**src/rtl/argmax_pkg.sv**
```systemverilog
// Shared types and defaults for the digit argmax scheduler.
// Holds FSM states, compare results and default sizing.
package argmax_pkg;

  localparam int DIGIT_CLASSES = 10;
  localparam int SCORE_WIDTH   = 4;

  typedef enum logic [1:0] {
    ARG_IDLE = 2'd0,
    ARG_SCAN = 2'd1,
    ARG_DONE = 2'd2
  } arg_state_e;

  typedef enum logic [1:0] {
    CMP_LT = 2'd0,
    CMP_EQ = 2'd1,
    CMP_GT = 2'd2
  } cmp_res_t;

  function automatic cmp_res_t cmp_decode(
    input logic gt,
    input logic lt,
    input logic eq
  );
    cmp_res_t r;
    r = CMP_LT;
    unique case (1'b1)
      gt:      r = CMP_GT;
      eq:      r = CMP_EQ;
      lt:      r = CMP_LT;
      default: r = CMP_LT;
    endcase
    return r;
  endfunction

endpackage

```
**src/rtl/score_compare.sv**
```systemverilog
// Unsigned magnitude compare of an incoming score against the best.
// Exactly one of gt/lt/eq is high.
module score_compare
  import argmax_pkg::*;
#(
  parameter int SCORE_W = SCORE_WIDTH
) (
  input  logic [SCORE_W-1:0] a,
  input  logic [SCORE_W-1:0] b,
  output logic               gt,
  output logic               lt,
  output logic               eq
);

  assign gt = (a > b);
  assign lt = (a < b);
  assign eq = (a == b);

endmodule

```
**src/rtl/argmax_scheduler.sv**
```systemverilog
// Streams per-class scores through one compare stage and
// reports the winning class index once the scan completes.
module argmax_scheduler
  import argmax_pkg::*;
#(
  parameter int NUM_CLASSES = DIGIT_CLASSES,
  parameter int SCORE_W     = SCORE_WIDTH
) (
  input  logic               clk,
  input  logic               rst,
  input  logic               start,
  input  logic               score_valid,
  input  logic [SCORE_W-1:0] score_data,
  output logic               score_ready,
  output logic               busy,
  output logic               done,
  output logic               result_valid,
  output logic [3:0]         digit,
  output logic [SCORE_W-1:0] max_score,
  output logic               tie
);

  localparam int IDX_W =
    (NUM_CLASSES > 2) ? $clog2(NUM_CLASSES) : 1;
  localparam logic [IDX_W-1:0] LAST =
    IDX_W'(NUM_CLASSES - 1);

  arg_state_e         state_q, state_d;
  logic [IDX_W-1:0]   idx_q, idx_d;
  logic [SCORE_W-1:0] best_q, best_d;
  logic [IDX_W-1:0]   bidx_q, bidx_d;
  logic               tier_q, tier_d;
  logic               done_q, done_d;
  logic               rv_q, rv_d;
  logic [3:0]         digit_q, digit_d;
  logic [SCORE_W-1:0] max_q, max_d;
  logic               tie_q, tie_d;

  logic     c_gt, c_lt, c_eq;
  cmp_res_t cmp;

  score_compare #(
    .SCORE_W(SCORE_W)
  ) u_cmp (
    .a (score_data),
    .b (best_q),
    .gt(c_gt),
    .lt(c_lt),
    .eq(c_eq)
  );

  assign cmp = cmp_decode(c_gt, c_lt, c_eq);

  assign score_ready  = (state_q == ARG_SCAN);
  assign busy         = (state_q == ARG_SCAN);
  assign done         = done_q;
  assign result_valid = rv_q;
  assign digit        = digit_q;
  assign max_score    = max_q;
  assign tie          = tie_q;

  // Next-state: scan sequencing, running max and result capture
  always_comb begin
    state_d = state_q;
    idx_d   = idx_q;
    best_d  = best_q;
    bidx_d  = bidx_q;
    tier_d  = tier_q;
    done_d  = 1'b0;
    rv_d    = rv_q;
    digit_d = digit_q;
    max_d   = max_q;
    tie_d   = tie_q;
    unique case (state_q)
      ARG_IDLE: begin
        if (start) begin
          state_d = ARG_SCAN;
          idx_d   = '0;
        end
      end
      ARG_SCAN: begin
        if (score_valid) begin
          if (idx_q == '0) begin
            best_d = score_data;
            bidx_d = '0;
            tier_d = 1'b0;
            rv_d   = 1'b0;
          end else begin
            unique case (cmp)
              CMP_GT: begin
                best_d = score_data;
                bidx_d = idx_q;
                tier_d = 1'b0;
              end
              CMP_EQ:  tier_d = 1'b1;
              default: ;
            endcase
          end
          if (idx_q == LAST) begin
            idx_d   = '0;
            state_d = ARG_DONE;
            done_d  = 1'b1;
            rv_d    = 1'b1;
            digit_d = 4'(bidx_d);
            max_d   = best_d;
            tie_d   = tier_d;
          end else begin
            idx_d = idx_q + 1'b1;
          end
        end
      end
      ARG_DONE: begin
        idx_d   = '0;
        state_d = start ? ARG_SCAN : ARG_IDLE;
      end
      default: state_d = ARG_IDLE;
    endcase
  end

  // State and result registers with synchronous reset
  always_ff @(posedge clk) begin
    if (rst) begin
      state_q <= ARG_IDLE;
      idx_q   <= '0;
      best_q  <= '0;
      bidx_q  <= '0;
      tier_q  <= 1'b0;
      done_q  <= 1'b0;
      rv_q    <= 1'b0;
      digit_q <= '0;
      max_q   <= '0;
      tie_q   <= 1'b0;
    end else begin
      state_q <= state_d;
      idx_q   <= idx_d;
      best_q  <= best_d;
      bidx_q  <= bidx_d;
      tier_q  <= tier_d;
      done_q  <= done_d;
      rv_q    <= rv_d;
      digit_q <= digit_d;
      max_q   <= max_d;
      tie_q   <= tie_d;
    end
  end

endmodule

```
**config.mk**
```make
export PLATFORM = sky130hd
export DESIGN_NAME = argmax_scheduler
export DESIGN_NICKNAME = d
export VERILOG_FILES = /design/src/rtl/argmax_pkg.sv /design/src/rtl/score_compare.sv /design/src/rtl/argmax_scheduler.sv
export SDC_FILE = /design/constraint.sdc
export NUM_CORES = 1
export LEC_CHECK = 0
export BUFFER_PORTS_ARGS = -buffer_cell sky130_fd_sc_hd__buf_4
export CAP_MARGIN = 20
export CORE_MARGIN = 4
export CORE_UTILIZATION = 55
export DETAILED_ROUTE_END_ITERATION = 7
export HOLD_SLACK_MARGIN = 0.12
export PLACE_DENSITY = 0.77
export SLEW_MARGIN = 20
export SYNTH_ARGS = -nofsm -noshare
export SYNTH_HDL_FRONTEND = slang
export SYNTH_HIERARCHICAL = 1
export SYNTH_SLANG_ARGS = --single-unit
export TNS_END_PERCENT = 100
```
**constraint.sdc**
```tcl
create_clock -name clk -period 2.4 [get_ports clk]
set_clock_uncertainty 0.05 [all_clocks]
set_input_delay 0.48 -clock clk [delete_from_list [all_inputs] [get_ports clk]]
set_output_delay 0.48 -clock clk [all_outputs]
set_load 0.01 [all_outputs]
```
==> summary.md, run 1 <==
| Metric | Value |
|---|---|
| Status | completed |
| Syn Nets | 177 |
| Critical Path RT | ~2.6 ns |
| FF-to-FF setup slack | roughly 0.23 ns |
| Arrival @ worst endpoint | 2.38 ns |
| Nets | ~190 |
| Max FO, Critical Path | 7 |
| Core Rows | 17 |
| Power density cells | 548 nW/µm² |
| # setup viols final | 0 |
| Worst-Margin Slew | 0.594 ns |
| Final instance area | around 1600 µm² |
| Metal3 WL | 172 µm |
| Vias post-DR | 1194 |
| Placer congestion estimate | between 0.8 and 0.9 |
| Met2 routed wirelength | between 1000 and 1500 µm |
| Initial DRC Count | 29 |
| Hold path depth | 3 |
| Final Util | about two thirds |
| DP Area | roughly 1500 µm² |
| Worst Setup Start Kind | register |
| Total grt overflow | 0 |
| Critical Path Start | best_q[3]$_SDFFE_PP0P_ |
| Die Width | 58.3 µm |
| Die Ht | 58.3 µm |
| Final ANT Viol Nets | 0 |
| Clock sink total | 26 |
| Global-route wire length before repair | 4930 µm |
| Boundary Pins | 21 |
| Die ar. | roughly 3400 µm² |
| Via density per instance | 5.91 |
| Final slew viol count | 0 |
| Slew margin rel. | slightly above 60% |
| Hpwl dp | approximately 2100 µm |
| Worst Hold Endpoint | state_q[0]$_SDFFE_PP0P_ |
| Antenna diodes | 0 |
| Worst vdd ir | 362 µV |
| Largest net degree at the start of global routing | 32 |
| Syn Inst Count | 160 |
| Syn Area/Cell | 8.70 µm² |
| Syn. warnings | 6 |
| Post-route DRC violation count | 0 |
| Highest routed layer | met4 |
| Setup CP Type | register to register |
| Post-route minimum period | 2.17 ns |
| Max_cap viols | 0 |
| Postcts setup bufs | 0 |
| Crit path buffers/inverters | 2 |
| Hold WS | roughly 0.37 ns |
| Reg-to-Reg End | best_q[0]$_SDFFE_PP0P_ |
| Final wirelength | a little under 3000 µm |
| Share of layout cells above drive strength 1 | 20.1% |
| Total GRT Usage | 18.1% |
| Input/output buffers | 20 |
| DRT met1 WL | 1290 µm |
| Clock transition at path regs | ~0.15 ns |
| Worst stage delay on the critical path | 0.39 ns |
| RSZ-0062 raised after global routing | false |
| Pre-antenna DRT Iters | 4 |
| Root Buffer | clkbuf_4 |
| Critical Path, Cell by Cell | inv_1 > ha_1 > nand2_1 > o21bai_4 > a21oi_2 > ha_1 > inv_1 > a21oi_4 > mux2i_1 |
| CTS tree | yes |
| Final std cells w/o fill | 202 |
| CTS HTree Levels | 1 |
| Pleak | 0.613 nW |
| Maximum root-to-sink buffer count | 2 |
| Worst-Skew Late Latency | about 0.32 ns |
| Antenna violations before repair | 0 |
| Reg2reg start | best_q[3]$_SDFFE_PP0P_ |
| Core Footprint | about 2300 µm² |
| Final hold violations | 0 |
| Worst hold path class | primary input to register |
| Area added between synthesis and finish | 13.6% |
| Hold Crit Start | start |
| Vias in the first global route | 1125 |
| Hold-fix buffers, CTS | 0 |
| CP top delay family | adder cells |
| Max Clock Freq | 461 MHz |
| Placed cell count | about 200 |
| Total clock buffers created by CTS | 3 |
| Routed length per instance | between 10 and 15 µm |
| Setup tns final | 0 ns |
| Cell at the slowest stage of the critical path | dfxtp_1 |
| Starting density of the core | 60.1% |
| Post-CTS resize count | 0 |
| R2r worst-path depth | 9 |
| CP endpoint kind | register |
| Crit share post-route | 90.3% |
| Synthesized cell area | between 1000 and 1500 µm² |
[sequential cells by signal (all words and copies together), names as in the netlist]
name / flops
tier_q: 1
digit: 4
best_q: 4
state_q: 2
idx_q: 4
tie: 1
result_valid: 1
done: 1
bidx_q: 4
max_score: 4
[power by group]
| group | leakage, nW | switching, mW | internal [mW] | total (mW) |
|---|---|---|---|---|
| logic | 0.375 | 0.0680 | 0.0513 | 0.119 |
| registers | 0.210 | 0.00612 | 0.437 | 0.444 |
| clock network | 0.0279 | 0.135 | 0.169 | 0.304 |
[worst reg2reg max path, cell delays in order, from the launching register on]
cell      delay, ns
dfxtp_1        0.39
inv_1          0.06
ha_1           0.28
nand2_1        0.07
o21bai_4       0.17
a21oi_2        0.14
ha_1           0.33
inv_1          0.18
a21oi_4        0.24
mux2i_1        0.21
[worst max-delay path by stage]
stage,to,slack (ns),cells past startpoint
3_5_place_dp,best_q[0]$_SDFFE_PP0P_,0.05,9
2_1_floorplan,digit[1]$_SDFFE_PP0P_,0.22,9
5_1_grt,best_q[1]$_SDFFE_PP0P_,0.02,9
6_report,best_q[0]$_SDFFE_PP0P_,0.23,9
3_3_place_gp,digit[1]$_SDFFE_PP0P_,0.11,9
4_1_cts,best_q[0]$_SDFFE_PP0P_,0.23,9
[cells in the final DEF (no fill, tap or decap), types with 2 or more instances in the layout]
cell,n
dfxtp_1,26
buf_4,22
a21oi_1,18
nand3_1,13
inv_1,10
nand2_1,10
o21ai_0,10
nand2b_1,9
ha_1,9
nand4_1,6
mux2_2,5
mux2i_1,4
nor2_1,4
a311oi_1,4
clkbuf_4,3
o31ai_1,2
and3b_1,2
nand3b_1,2
a31oi_1,2
[cell type report]
class                           instances  area, µm²
Clock buffer                            3       22.5
Clock inverter                          1       30.0
Fill cell                             200        737
Inverter                               10       37.5
Multi-Input combinational cell        112        771
Sequential cell                        26        520
Tap cell                               28       35.0
Timing Repair Buffer                   22        165
[routing by layer]
| metal | vias to the layer above | global-route usage (%) |
|---|---|---|
| met2 | 38 | 30.8 |
| met4 | 0 | 5.63 |
| met1 | 557 | 23.4 |
| li1 | 597 | - |
| met5 | - | 0 |
| met3 | 2 | 2.85 |
[metrics by stage]
stage	setup slack [ns]	total power, mW
6_report	0.232	0.866
5_1_grt	0.0213	0.904
4_1_cts	0.226	0.869
3_5_place_dp	0.0465	0.571
3_3_place_gp	0.106	0.567
2_1_floorplan	0.218	0.540
No activity file was read; power rests on OpenSTA's default activity.
==> run 2, diff against run 1 <==
--- a/config.mk
+++ b/config.mk
@@ -12,6 +12,7 @@
 export DETAILED_ROUTE_END_ITERATION = 7
 export HOLD_SLACK_MARGIN = 0.12
 export PLACE_DENSITY = 0.77
+export RECOVER_POWER = 100
 export SLEW_MARGIN = 20
 export SYNTH_ARGS = -nofsm -noshare
 export SYNTH_HDL_FRONTEND = slang
==> summary.md, run 2 (synthesis results as in run 1) <==
| Metric | Value |
|---|---|
| Status | completed (unchanged) |
| Vias post-DR | 1208 (was 1194) |
| Critical Path RT | 2.61 ns (about the same) |
| Commonest cells after routing, fill and taps aside | 26 x dfxtp_1, 18 x a21oi_1, 13 x nand3_1, 13 x clkbuf_1, 11 x o21ai_0 (was 26 x dfxtp_1, 22 x buf_4, 18 x a21oi_1, 13 x nand3_1) |
| Input/output buffers | 20 (unchanged) |
| Critical Path, Cell by Cell | inv_1 > ha_1 > nand2_1 > o21bai_4 > a21oi_2 > ha_1 > inv_1 > a21oi_4 > mux2i_1 (unchanged) |
| Worst-Margin Slew | 0.597 ns (was 0.594 ns) |
| Met2 Use GR | 30.8% (unchanged) |
| Hold-fix buffers, CTS | 0 (unchanged) |
| Share of layout cells above drive strength 1 | 10.3% (was 20.1%) |
| Setup CP Type | register to register (unchanged) |
| Nets | 192 (unchanged) |
| Die ar. | 3400 µm² (unchanged) |
| Clock sink total | 26 (unchanged) |
| CP endpoint kind | register (unchanged) |
| Worst Setup Start Kind | register (unchanged) |
| Total GRT Usage | 18.1% (unchanged) |
| Power density cells | 564 nW/µm² (was 548 nW/µm²) |
| Boundary Pins | 21 (unchanged) |
| Final slew viol count | 0 (unchanged) |
| Commonest non-fill, non-tap cell in the layout | dfxtp_1 (unchanged) |
| Pre-antenna DRT Iters | 4 (unchanged) |
| Largest net degree at the start of global routing | 32 (unchanged) |
| Antenna diodes | 0 (unchanged) |
| Post-CTS resize count | 0 (unchanged) |
| Via density per instance | 5.98 (was 5.91) |
| Final std cells w/o fill | 202 (unchanged) |
| Placed cell count | 198 (unchanged) |
| CP top delay family | adder cells (unchanged) |
| Worst stage delay on the critical path | 0.39 ns (about the same) |
| Setup tns final | 0 ns (unchanged) |
| Post-route minimum period | 2.18 ns (was 2.17 ns) |
| Worst vdd ir | 363 µV (was 362 µV) |
| Crit path buffers/inverters | 2 (unchanged) |
| Post-route DRC violation count | 0 (unchanged) |
| Core Rows | 17 (unchanged) |
| Max_cap viols | 0 (unchanged) |
| RSZ-0062 raised after global routing | false (unchanged) |
| Met1 Usage GRT | 23.4% (unchanged) |
| CTS HTree Levels | 1 (unchanged) |
| Arrival @ worst endpoint | 2.39 ns (was 2.38 ns) |
| GRT met3 Usage | 2.85% (unchanged) |
| Core Footprint | 2320 µm² (unchanged) |
| Slew margin rel. | 60.2% (was 60.4%) |
| Routed length per instance | 14.5 µm (was 14.3 µm) |
| Total clock buffers created by CTS | 3 (unchanged) |
| Postcts setup bufs | 0 (unchanged) |
| Root Buffer | clkbuf_4 (unchanged) |
| # setup viols final | 0 (unchanged) |
| Clock transition at path regs | 0.15 ns (about the same) |
| Antenna violations before repair | 0 (unchanged) |
| Worst hold path class | primary input to register (unchanged) |
| Die Ht | 58.3 µm (unchanged) |
| Hold WS | 0.365 ns (about the same) |
| Final hold violations | 0 (unchanged) |
| Post-layout power | 0.865 mW (was 0.866 mW) |
| Final ANT Viol Nets | 0 (unchanged) |
| Placer congestion estimate | 0.823 (unchanged) |
| Vias in the first global route | 1125 (unchanged) |
| Crit share post-route | 90.6% (was 90.3%) |
| Cell at the slowest stage of the critical path | dfxtp_1 (unchanged) |
| Die Width | 58.3 µm (unchanged) |
| GRT busiest layer | met2 (unchanged) |
| Worst-Skew Late Latency | 0.32 ns (about the same) |
| Starting density of the core | 60.1% (unchanged) |
| Initial DRC Count | 25 (was 29) |
| Global-route wire length before repair | 4930 µm (unchanged) |
| CTS tree | yes (unchanged) |
| Max Clock Freq | 460 MHz (was 461 MHz) |
| Max FO, Critical Path | 7 (unchanged) |
| Final wirelength | 2920 µm (was 2890 µm) |
| Total grt overflow | 0 (unchanged) |
| Area added between synthesis and finish | 10.1% (was 13.6%) |
| Maximum root-to-sink buffer count | 2 (unchanged) |
| Pleak | 0.562 nW (was 0.613 nW) |
| Hpwl dp | 2110 µm (unchanged) |
## run 2: layer usage
layer	up-vias	routed length (µm)
met5	-	0
met3	2	163
met2	42	1410
li1	593	-
met4	0	18
met1	571	1330
## run 2: layout make-up
cell class,instances,area (µm²)
Clock buffer,3,22.5
Clock inverter,1,30.0
Fill cell,217,786
Inverter,10,37.5
Multi-Input combinational cell,112,771
Sequential cell,26,520
Tap cell,28,35.0
Timing Repair Buffer,22,116
## run 2: through the flow
step	setup slack (ns)	utilization [%]	area, µm²
floorplan	0.218	-	1390
global placement	0.106	65.9	1530
detailed placement	0.0465	65.9	1530
CTS	0.226	68.2	1580
global route	0.0161	66.1	1530
finish	0.225	66.1	1530
## run 2: worst paths after layout
| kind | start | end | slack [ns] | cells after the start |
|---|---|---|---|---|
| worst max-delay path | best_q[3]$_SDFFE_PP0P_ | best_q[0]$_SDFFE_PP0P_ | 0.22 | 9 |
| worst min-delay path | start | state_q[0]$_SDFFE_PP0P_ | 0.37 | 3 |
| worst max register to register | best_q[3]$_SDFFE_PP0P_ | best_q[0]$_SDFFE_PP0P_ | 0.22 | 9 |
| worst min register to register | tier_q$_SDFFE_PP0P_ | tier_q$_SDFFE_PP0P_ | 0.42 | 2 |
## run 2: power breakdown
| part | switching [mW] | internal (mW) | total [mW] |
|---|---|---|---|
| clock | 0.136 | 0.169 | 0.305 |
| sequential | 0.00617 | 0.437 | 0.444 |
| combinational | 0.0682 | 0.0483 | 0.117 |
| total | 0.210 | 0.655 | 0.865 |
## run 2: worst min-delay path: cells and delay by family
kind / cells / cell delay [ns]
compound gates: 1 / 0.06
buf+inv: 1 / 0.11
simple gates: 1 / 0.06
==> run 3, diff against run 2 <==
--- a/config.mk
+++ b/config.mk
@@ -8,10 +8,10 @@
 export BUFFER_PORTS_ARGS = -buffer_cell sky130_fd_sc_hd__buf_4
 export CAP_MARGIN = 20
 export CORE_MARGIN = 4
-export CORE_UTILIZATION = 55
+export CORE_UTILIZATION = 60
 export DETAILED_ROUTE_END_ITERATION = 7
 export HOLD_SLACK_MARGIN = 0.12
-export PLACE_DENSITY = 0.77
+export PLACE_DENSITY = 0.83
 export RECOVER_POWER = 100
 export SLEW_MARGIN = 20
 export SYNTH_ARGS = -nofsm -noshare
==> constraint.sdc (replaced) <==
create_clock -name clk -period 2.8 [get_ports clk]
set_clock_uncertainty 0.05 [all_clocks]
set_input_delay 0.56 -clock clk [delete_from_list [all_inputs] [get_ports clk]]
set_output_delay 0.56 -clock clk [all_outputs]
set_load 0.01 [all_outputs]
==> summary.md, run 3 (synthesis results as in run 1) <==
| Metric | Value |
|---|---|
| Status | completed (unchanged) |
| Worst Setup Start Kind | register (unchanged) |
| Boundary Pins | 21 (unchanged) |
| Input/output buffers | 20 (unchanged) |
| Critical Path RT | 3.01 ns (was 2.61 ns) |
| Hold-fix buffers, CTS | 0 (unchanged) |
| Final Util | 68.1% (was 66.1%) |
| Worst stage delay on the critical path | 0.39 ns (about the same) |
| CTS tree | yes (unchanged) |
| Global-route wire length before repair | 4880 µm (was 4930 µm) |
| Core Footprint | 2210 µm² (was 2320 µm²) |
| Post-layout power | 0.736 mW (was 0.865 mW) |
| Cell at the slowest stage of the critical path | dfxtp_1 (unchanged) |
| Starting density of the core | 63.0% (was 60.1%) |
| Final wirelength | 3120 µm (was 2920 µm) |
| Worst-Margin Slew | 0.711 ns (was 0.597 ns) |
| Sw Pwr | 0.179 mW (was 0.210 mW) |
| Total grt overflow | 0 (unchanged) |
| Maximum root-to-sink buffer count | 2 (unchanged) |
| DP Worst Slack | 0.364 ns (was 0.0465 ns) |
| Crit path buffers/inverters | 2 (unchanged) |
| Via density per instance | 6.08 (was 5.98) |
| Worst-Skew Late Latency | 0.32 ns (about the same) |
| Critical Path, Cell by Cell | inv_1 > ha_1 > nand2_1 > o21bai_2 > a21oi_1 > ha_1 > inv_1 > a21oi_4 > mux2i_1 (was inv_1 > ha_1 > nand2_1 > o21bai_4 > a21oi_2 > ha_1 > inv_1 > a21oi_4 > mux2i_1) |
| Core Rows | 17 (unchanged) |
| Clock share of power | 35.4% (was 35.2%) |
| Pre-antenna DRT Iters | 6 (was 4) |
| Sw Share | 24.3% (about the same) |
| Share of layout cells above drive strength 1 | 9.88% (was 10.3%) |
| Max FO, Critical Path | 9 (was 7) |
| Die Width | 56.2 µm (was 58.3 µm) |
| # setup viols final | 0 (unchanged) |
| Arrival @ worst endpoint | 2.51 ns (was 2.39 ns) |
| Final hold violations | 0 (unchanged) |
| Root Buffer | clkbuf_4 (unchanged) |
| Postcts setup bufs | 0 (unchanged) |
| Clock sink total | 26 (unchanged) |
| Hpwl dp | 2190 µm (was 2110 µm) |
| Clock transition at path regs | 0.15 ns (about the same) |
| Nets | 190 (was 192) |
| Combinational Power Share | 12.9% (was 13.5%) |
| Internal Power | 0.557 mW (was 0.655 mW) |
| RSZ-0062 raised after global routing | false (unchanged) |
| Placer congestion estimate | 0.879 (was 0.823) |
| Worst hold path class | register to register (was primary input to register) |
| Crit share post-route | 82.3% (was 90.6%) |
| Worst vdd ir | 408 µV (was 363 µV) |
| Commonest cells after routing, fill and taps aside | 26 x dfxtp_1, 19 x a21oi_1, 13 x nand3_1, 13 x clkbuf_1, 11 x o21ai_0 (was 26 x dfxtp_1, 18 x a21oi_1, 13 x nand3_1, 13 x clkbuf_1, 11 x o21ai_0) |
| Final slew viol count | 0 (unchanged) |
| Slew margin rel. | 52.4% (was 60.2%) |
| Total clock buffers created by CTS | 3 (unchanged) |
| Commonest non-fill, non-tap cell in the layout | dfxtp_1 (unchanged) |
| Setup ws final | 0.495 ns (was 0.225 ns) |
| Part of the power in registers | 51.7% (was 51.3%) |
| Setup CP Type | register to register (unchanged) |
| Setup tns final | 0 ns (unchanged) |
| CP top delay family | adder cells (unchanged) |
| Post-CTS resize count | 0 (unchanged) |
| Vias post-DR | 1215 (was 1208) |
| Area added between synthesis and finish | 8.18% (was 10.1%) |
| CTS HTree Levels | 1 (unchanged) |
| Antenna diodes | 0 (unchanged) |
| Final ANT Viol Nets | 0 (unchanged) |
| Power density cells | 488 nW/µm² (was 564 nW/µm²) |
| Die ar. | 3160 µm² (was 3400 µm²) |
| CP endpoint kind | register (unchanged) |
| Die Ht | 56.2 µm (was 58.3 µm) |
| Largest net degree at the start of global routing | 32 (unchanged) |
| Antenna violations before repair | 0 (unchanged) |
| Hold WS | 0.418 ns (was 0.365 ns) |
| Post-route minimum period | 2.30 ns (was 2.18 ns) |
| Post-route DRC violation count | 0 (unchanged) |
| Pleak | 0.549 nW (was 0.562 nW) |
| Max_cap viols | 0 (unchanged) |
| Max Clock Freq | 434 MHz (was 460 MHz) |
| Routed length per instance | 15.6 µm (was 14.5 µm) |
| Initial DRC Count | 46 (was 25) |
| Total GRT Usage | 18.9% (was 18.1%) |
| Vias in the first global route | 1064 (was 1125) |
-- run 3: cell types whose count changed in the layout (fill, tap and decap cells not counted) --
cell / previous run / this run
mux2_2: 1 / 3
buf_4: 9 / 7
mux2_1: 4 / 2
a21oi_2: 1 / 0
o21bai_4: 1 / 0
o21bai_2: 0 / 1
a21oi_1: 18 / 19
-- run 3: worst paths after layout --
check	depth (start not counted)	slack [ns]	start	end
worst min register to register	2	0.42	bidx_q[0]$_SDFFE_PP0P_	bidx_q[0]$_SDFFE_PP0P_
worst max-delay path	9	0.50	best_q[3]$_SDFFE_PP0P_	best_q[3]$_SDFFE_PP0P_
worst max register to register	9	0.50	best_q[3]$_SDFFE_PP0P_	best_q[3]$_SDFFE_PP0P_
worst min-delay path	2	0.42	bidx_q[0]$_SDFFE_PP0P_	bidx_q[0]$_SDFFE_PP0P_
-- run 3: metrics by stage --
| step | area (µm²) | cells |
|---|---|---|
| floorplan | 1390 | 160 |
| global placement | 1510 | 196 |
| detailed placement | 1510 | 196 |
| CTS | 1570 | 200 |
| global route | 1510 | 200 |
| finish | 1510 | 200 |
-- run 3: per-layer routing --
metal | routed length [µm] | GRT usage [%]
met5 | 0 | 0
met4 | 26 | 5.08
met1 | 1330 | 23.7
met2 | 1600 | 33.6
met3 | 157 | 2.55
-- run 3: tightest hold or removal path: stages, from the launching register on --
cell     delay [ns]
dfxtp_1        0.34
nand2_1        0.05
a21oi_1        0.05
-- run 3: power groups by stage --
stage          logic, mW  clock network [mW]  registers, mW
2_1_floorplan     0.0768                   0          0.386
3_3_place_gp      0.0934                   0          0.388
3_5_place_dp      0.0969                   0          0.388
4_1_cts           0.0986               0.263          0.380
5_1_grt            0.102               0.279          0.381
6_report          0.0946               0.260          0.381
-- run 3: area by class of cell --
| type | count | area, µm² |
|---|---|---|
| clock buffer | 3 | 22.5 |
| clock inverter | 1 | 30.0 |
| sequential | 26 | 520 |
| inverter | 10 | 37.5 |
| tap | 28 | 35.0 |
| fill | 201 | 706 |
| timing repair buffer | 20 | 101 |
| multi-input combinational | 112 | 759 |
